File: config.mk
export PLATFORM = sky130hd
export DESIGN_NAME = baud_cfg_sequencer
export DESIGN_NICKNAME = d
export VERILOG_FILES = /design/src/rtl/baud_cfg_sequencer.sv
export SDC_FILE = /design/constraint.sdc
export NUM_CORES = 1
export LEC_CHECK = 0
export CAP_MARGIN = 20
export CORE_MARGIN = 1
export CORE_UTILIZATION = 51
export CTS_CLUSTER_SIZE = 24
export DETAILED_ROUTE_END_ITERATION = 12
export DONT_BUFFER_PORTS = 1
export PLACE_DENSITY = 0.75
export SETUP_SLACK_MARGIN = 0.15
export SLEW_MARGIN = 20
export SYNTH_ARGS = -nofsm -noshare
export SYNTH_HDL_FRONTEND = slang
export SYNTH_SLANG_ARGS = --single-unit
File: constraint.sdc
create_clock -name clk -period 5.76 [get_ports clk]
set_input_delay 1.152 -clock clk [delete_from_list [all_inputs] [get_ports clk]]
set_output_delay 1.152 -clock clk [all_outputs]
set_load 0.05 [all_outputs]
File: src/rtl/baud_cfg_sequencer.sv
// Arbitrates switch and host divisor requests and writes each winning divisor
// into the baud generator as a low-byte then high-byte load, once the transmitter is idle.
module baud_cfg_sequencer #(
  parameter logic [15:0] DIV0     = 16'd1301,
  parameter logic [15:0] DIV1     = 16'd650,
  parameter logic [15:0] DIV2     = 16'd324,
  parameter logic [15:0] DIV3     = 16'd161,
  parameter logic [7:0]  DEBOUNCE = 8'd16
) (
  input  logic        clk,
  input  logic        rst,
  input  logic [1:0]  br_cfg,
  input  logic        host_req,
  input  logic [15:0] host_div,
  output logic        host_ack,
  input  logic        tx_idle,
  output logic        baud_load,
  output logic [1:0]  ioaddr,
  output logic [7:0]  baud_gen,
  output logic        busy,
  output logic        cfg_done,
  output logic [15:0] cur_div
);

  localparam logic [2:0] S_IDLE    = 3'd0;
  localparam logic [2:0] S_WAIT_TX = 3'd1;
  localparam logic [2:0] S_LOAD_LO = 3'd2;
  localparam logic [2:0] S_LOAD_HI = 3'd3;
  localparam logic [2:0] S_DONE    = 3'd4;

  logic [1:0]  br_s1;
  logic [1:0]  br_sync;
  logic [1:0]  br_hist;
  logic [1:0]  br_applied;
  logic [7:0]  db_cnt;
  logic        sw_pending;
  logic [1:0]  warm;
  logic [2:0]  state;
  logic [15:0] div_q;
  logic        grant_ok;
  logic        grant_sw;
  logic        grant_host;
  logic        debounced;

  function automatic logic [15:0] sel_div(input logic [1:0] cfg);
    case (cfg)
      2'b00:   sel_div = DIV0;
      2'b01:   sel_div = DIV1;
      2'b10:   sel_div = DIV2;
      default: sel_div = DIV3;
    endcase
  endfunction

  // Grants wait until the synchronizer has filled so the first load sees the real switches
  assign grant_ok   = (state == S_IDLE) && (warm == 2'd2);
  assign grant_sw   = grant_ok && sw_pending;
  assign grant_host = grant_ok && !sw_pending && host_req;
  assign debounced  = (br_sync == br_hist) && (br_sync != br_applied) &&
                      (db_cnt == DEBOUNCE - 8'd1);

  always_ff @(posedge clk or posedge rst) begin
    if (rst) begin
      br_s1      <= 2'b00;
      br_sync    <= 2'b00;
      br_hist    <= 2'b00;
      br_applied <= 2'b00;
      db_cnt     <= 8'd0;
      sw_pending <= 1'b1;
      warm       <= 2'd0;
    end else begin
      br_s1   <= br_cfg;
      br_sync <= br_s1;
      br_hist <= br_sync;
      if (warm != 2'd2) warm <= warm + 2'd1;
      // Count saturates at DEBOUNCE so a held setting raises sw_pending only once
      if (br_sync != br_hist || br_sync == br_applied) db_cnt <= 8'd0;
      else if (db_cnt < DEBOUNCE) db_cnt <= db_cnt + 8'd1;
      if (grant_sw) begin
        sw_pending <= 1'b0;
        br_applied <= br_sync;
      end else if (debounced) begin
        sw_pending <= 1'b1;
      end
    end
  end

  always_ff @(posedge clk) begin
    if (grant_sw)        div_q <= sel_div(br_sync);
    else if (grant_host) div_q <= host_div;
  end

  always_ff @(posedge clk or posedge rst) begin
    if (rst) begin
      state     <= S_IDLE;
      host_ack  <= 1'b0;
      baud_load <= 1'b0;
      ioaddr    <= 2'b00;
      baud_gen  <= 8'h00;
      busy      <= 1'b0;
      cfg_done  <= 1'b0;
      cur_div   <= 16'h0000;
    end else begin
      host_ack  <= 1'b0;
      baud_load <= 1'b0;
      ioaddr    <= 2'b00;
      baud_gen  <= 8'h00;
      cfg_done  <= 1'b0;
      case (state)
        S_IDLE: begin
          if (grant_sw || grant_host) begin
            host_ack <= grant_host;
            busy     <= 1'b1;
            state    <= S_WAIT_TX;
          end
        end
        S_WAIT_TX: if (tx_idle) state <= S_LOAD_LO;
        S_LOAD_LO: begin
          baud_load <= 1'b1;
          ioaddr    <= 2'b10;
          baud_gen  <= div_q[7:0];
          state     <= S_LOAD_HI;
        end
        S_LOAD_HI: begin
          baud_load <= 1'b1;
          ioaddr    <= 2'b11;
          baud_gen  <= div_q[15:8];
          state     <= S_DONE;
        end
        S_DONE: begin
          cur_div  <= div_q;
          cfg_done <= 1'b1;
          busy     <= 1'b0;
          state    <= S_IDLE;
        end
        default: state <= S_IDLE;
      endcase
    end
  end

endmodule

==> summary.md <==
| Metric | Value |
|---|---|
| WL per Instance | `around 17 um` |
| PostCTS Resize Cnt | `0` |
| Worst path depth | `0` |
| I/O Buffers | `0` |
| Top cells by area, synth | `dfrtp_1, edfxtp_1, mux2_2` |
| Post-synthesis adder-cell area fraction | `2.77%` |
| Register area share after synthesis | `65.0%` |
| Antenna violations before repair | `1` |
| Placed inst area | `roughly 2800 um2` |
| Post-synthesis mux area share | `14.4%` |
| Hold WS | `0.352 ns` |
| Met3 global-route usage | `6.43%` |
| Post-synth ARST share | `76.1%` |
| Clock Latency Late Sink | `between 0.3 and 0.4 ns` |
| Routed WL | `4.56 mm` |
| Drt initial violations | `79` |
| Period utilisation layout | `41.6%` |
| R2r worst-path depth | `3` |
| Max Clock Freq | `0.417 GHz` |
| Starting density of the core | `53.0%` |
| Maximum vdd drop | `0.220 mV` |
| Dpl ws | `3.59 ns` |
| Xor/xnor cell area share of the yosys netlist | `1.94%` |
| Startpoint types | `flip-flop` |
| R2R Setup Slk | `about 3.6 ns` |
| PwrDens | `545 nW/um2` |
| Dominant synthesized flop cell | `dfrtp_1` |
| Largest family of logic cells by synthesized area | `multiplexers` |
| RSZ-0062 raised after global routing | `no` |
| Mapped Area | `between 2000 and 3000 um2` |
| Hold/Removal Path Class | `reg2reg` |
| Inserted Clock Buffers | `9` |
| Clock Sinks | `67` |
| Avg Inst Size Synth | `about 14 um2` |
| Clock skew | `between 0.007 and 0.008 ns` |
| Fin cells | `273` |
| Layout cells sized above 1 | `around 24%` |
| GPL Wtd Cong | `0.765` |
| Htree depth | `3` |
| CTS tree | `built` |
| Clk slew on worst S/H paths | `0.07 ns` |
| M2 GR Usage | `31.6%` |
| Tmin final | `2.40 ns` |
| Largest net degree at the start of global routing | `52` |
| Number of library cell types mapped by synthesis | `34` |
| Clock Tree Buf Depth | `2` |
| GR Util All Layers | `18.5%` |
| P_leak | `1.30 nW` |
| Number of synthesized register bits | `67` |
| Yosys top cell area share | `46.2%` |
| CP required | `roughly 4.6 ns` |
| Final Max Tran Viols | `0` |
| Fillers | `415` |
| Synth-to-layout area growth | `9.85%` |
| WP data arrival | `between 1 and 1.5 ns` |
| Die area | `around 5600 um2` |
| Nets | `226` |
| Pre-antenna DRT Iters | `4` |
| Vias in the first global route | `1488` |
| Detail Placement HPWL | `3.26 mm` |
| Die width | `74.8 um` |
| Max-cap violation count | `0` |
| Congestion Overflow GR | `0` |
| Root Driver | `clkbuf_8` |
| Final Hold Viols | `0` |
| Crit Path Max Fanout | `2` |
| Core ar. | `slightly above 5000 um2` |
| Chip Height | `74.8 um` |
| # IOs | `52` |
| Post-route DRC | `0` |
| Inserted Diodes | `0` |
| First-pass GRT wire length | `7.23 mm` |
| Hold buffer count at cts | `0` |
| Min-delay src | `br_s1[1]` |
| Post-synth EDFFs | `16` |
| Yosys Warn Count | `0` |
| Leading area contributor after synthesis | `dfrtp_1` |
| Post-DRT Antenna Nets | `0` |
| Total setup buffers inserted after CTS | `0` |
| # setup viols final | `0` |
| Kind of critical path | `reg2out` |
| Compound-cell area share of the yosys netlist | `around 3.7%` |
| Via/cell ratio | `around 5.3` |
| Via Count | `1444` |
| Cells after synthesis | `about 190` |
| Post-route setup slack | `3.36 ns` |
| Design area | `2970 um2` |
| Run status | `finished, final reports clean` |
| Setup_tns | `0 ns` |
| M1 GR Usage | `20.0%` |
| GR peak layer | `met2` |
| Critical R2R Launch | `state[0]` |
| Critical path startpoint | `baud_load` |
| Dpl cells | `257` |
| Simple-gate portion of the synthesized area | `8.65%` |
| Actual slew at the worst max-slew pin | `0.861 ns` |
| Row count | `26` |
| Relative slew slack | `42.6%` |
| Post-Syn Nets | `220` |
| Crit. End Element | `output pin` |
| Critical Path End | `ioaddr[1]` |
| R2R Path End | `div_q[11]` |
[cells by family (layout without fill, tap and decap cells)]
kind of cell	count (synthesis)	after routing
DFF	67	67
and+or+nand+nor	41	41
muxes	34	34
buffers and inverters	20	31
AOI/OAI and AO/OA	18	18
adders and majority gates	6	6
xor gates and xnor gates	6	6
[synth_stat cells, types with 5 or more instances]
library cell and n:
dfrtp_1 50, mux2_2 20, edfxtp_1 16, nor2_1 16, inv_1 14, a21oi_1 9, mux2i_1 9, and2_1 6
ha_1 6, mux2_4 5
[layer usage]
metal | wire length [um] | up-vias
li1 | - | 669
met1 | 1810 | 718
met2 | 2370 | 44
met3 | 272 | 11
met4 | 95 | 2
met5 | 12 | -
[registers in the layout, indices dropped and copies added, names as in the netlist]
| register | count |
|---|---|
| warm | 2 |
| baud_load | 1 |
| busy | 1 |
| br_sync | 2 |
| br_applied | 2 |
| host_ack | 1 |
| db_cnt | 8 |
| cur_div | 16 |
| baud_gen | 8 |
| br_hist | 2 |
| div_q | 16 |
| br_s1 | 2 |
| state | 3 |
| cfg_done | 1 |
| sw_pending | 1 |
| ioaddr | 1 |
[worst min-delay path by stage]
stage | end | slack (ns) | cells past startpoint
floorplan | br_sync[0] | 0.33 | 0
global placement | br_sync[0] | 0.34 | 0
detailed placement | br_sync[1] | 0.34 | 0
CTS | br_sync[1] | 0.35 | 0
global route | br_sync[1] | 0.37 | 0
finish | br_sync[1] | 0.35 | 0
[power by group]
part | switching, mW | internal (mW) | total, mW
Combinational | 0.0962 | 0.109 | 0.205
Clock | 0.168 | 0.216 | 0.384
Sequential | 0.419 | 0.612 | 1.03
Total | 0.683 | 0.937 | 1.62
[placed cells by master (no fill, tap or decap), types with 2 or more instances in the layout]
cell	synthesis	layout
a21oi_1	9	9
and2_1	6	6
clkbuf_8	0	12
clkinv_2	0	3
dfrtp_1	50	50
edfxtp_1	16	16
ha_1	6	6
inv_1	14	13
mux2_2	20	20
mux2_4	5	5
mux2i_1	9	9
nand2_1	4	4
nand3_1	2	2
nor2_1	16	16
o21a_1	2	2
o21ai_0	4	4
or3_1	3	3
xnor2_1	4	4
xor2_1	2	2
[stage by stage]
stage / utilization [%] / power [mW]
after floorplan: - / 1.20
after global placement: 54.1 / 1.23
after detailed placement: 54.1 / 1.25
after CTS: 58.2 / 1.64
after global routing: 58.2 / 1.70
final: 58.2 / 1.62
[layout make-up]
type | instances | area (um2) | share of cell area (%)
flip-flops and latches | 67 | 1760 | 59.1
inverters | 14 | 53.8 | 1.81
repair buffers | 1 | 7.51 | 0.253
clock inverters | 3 | 17.5 | 0.589
well taps | 70 | 87.6 | 2.95
multi-input cells | 105 | 858 | 28.9
clock buffers | 13 | 190 | 6.40
(Power assumes the default switching activity.)
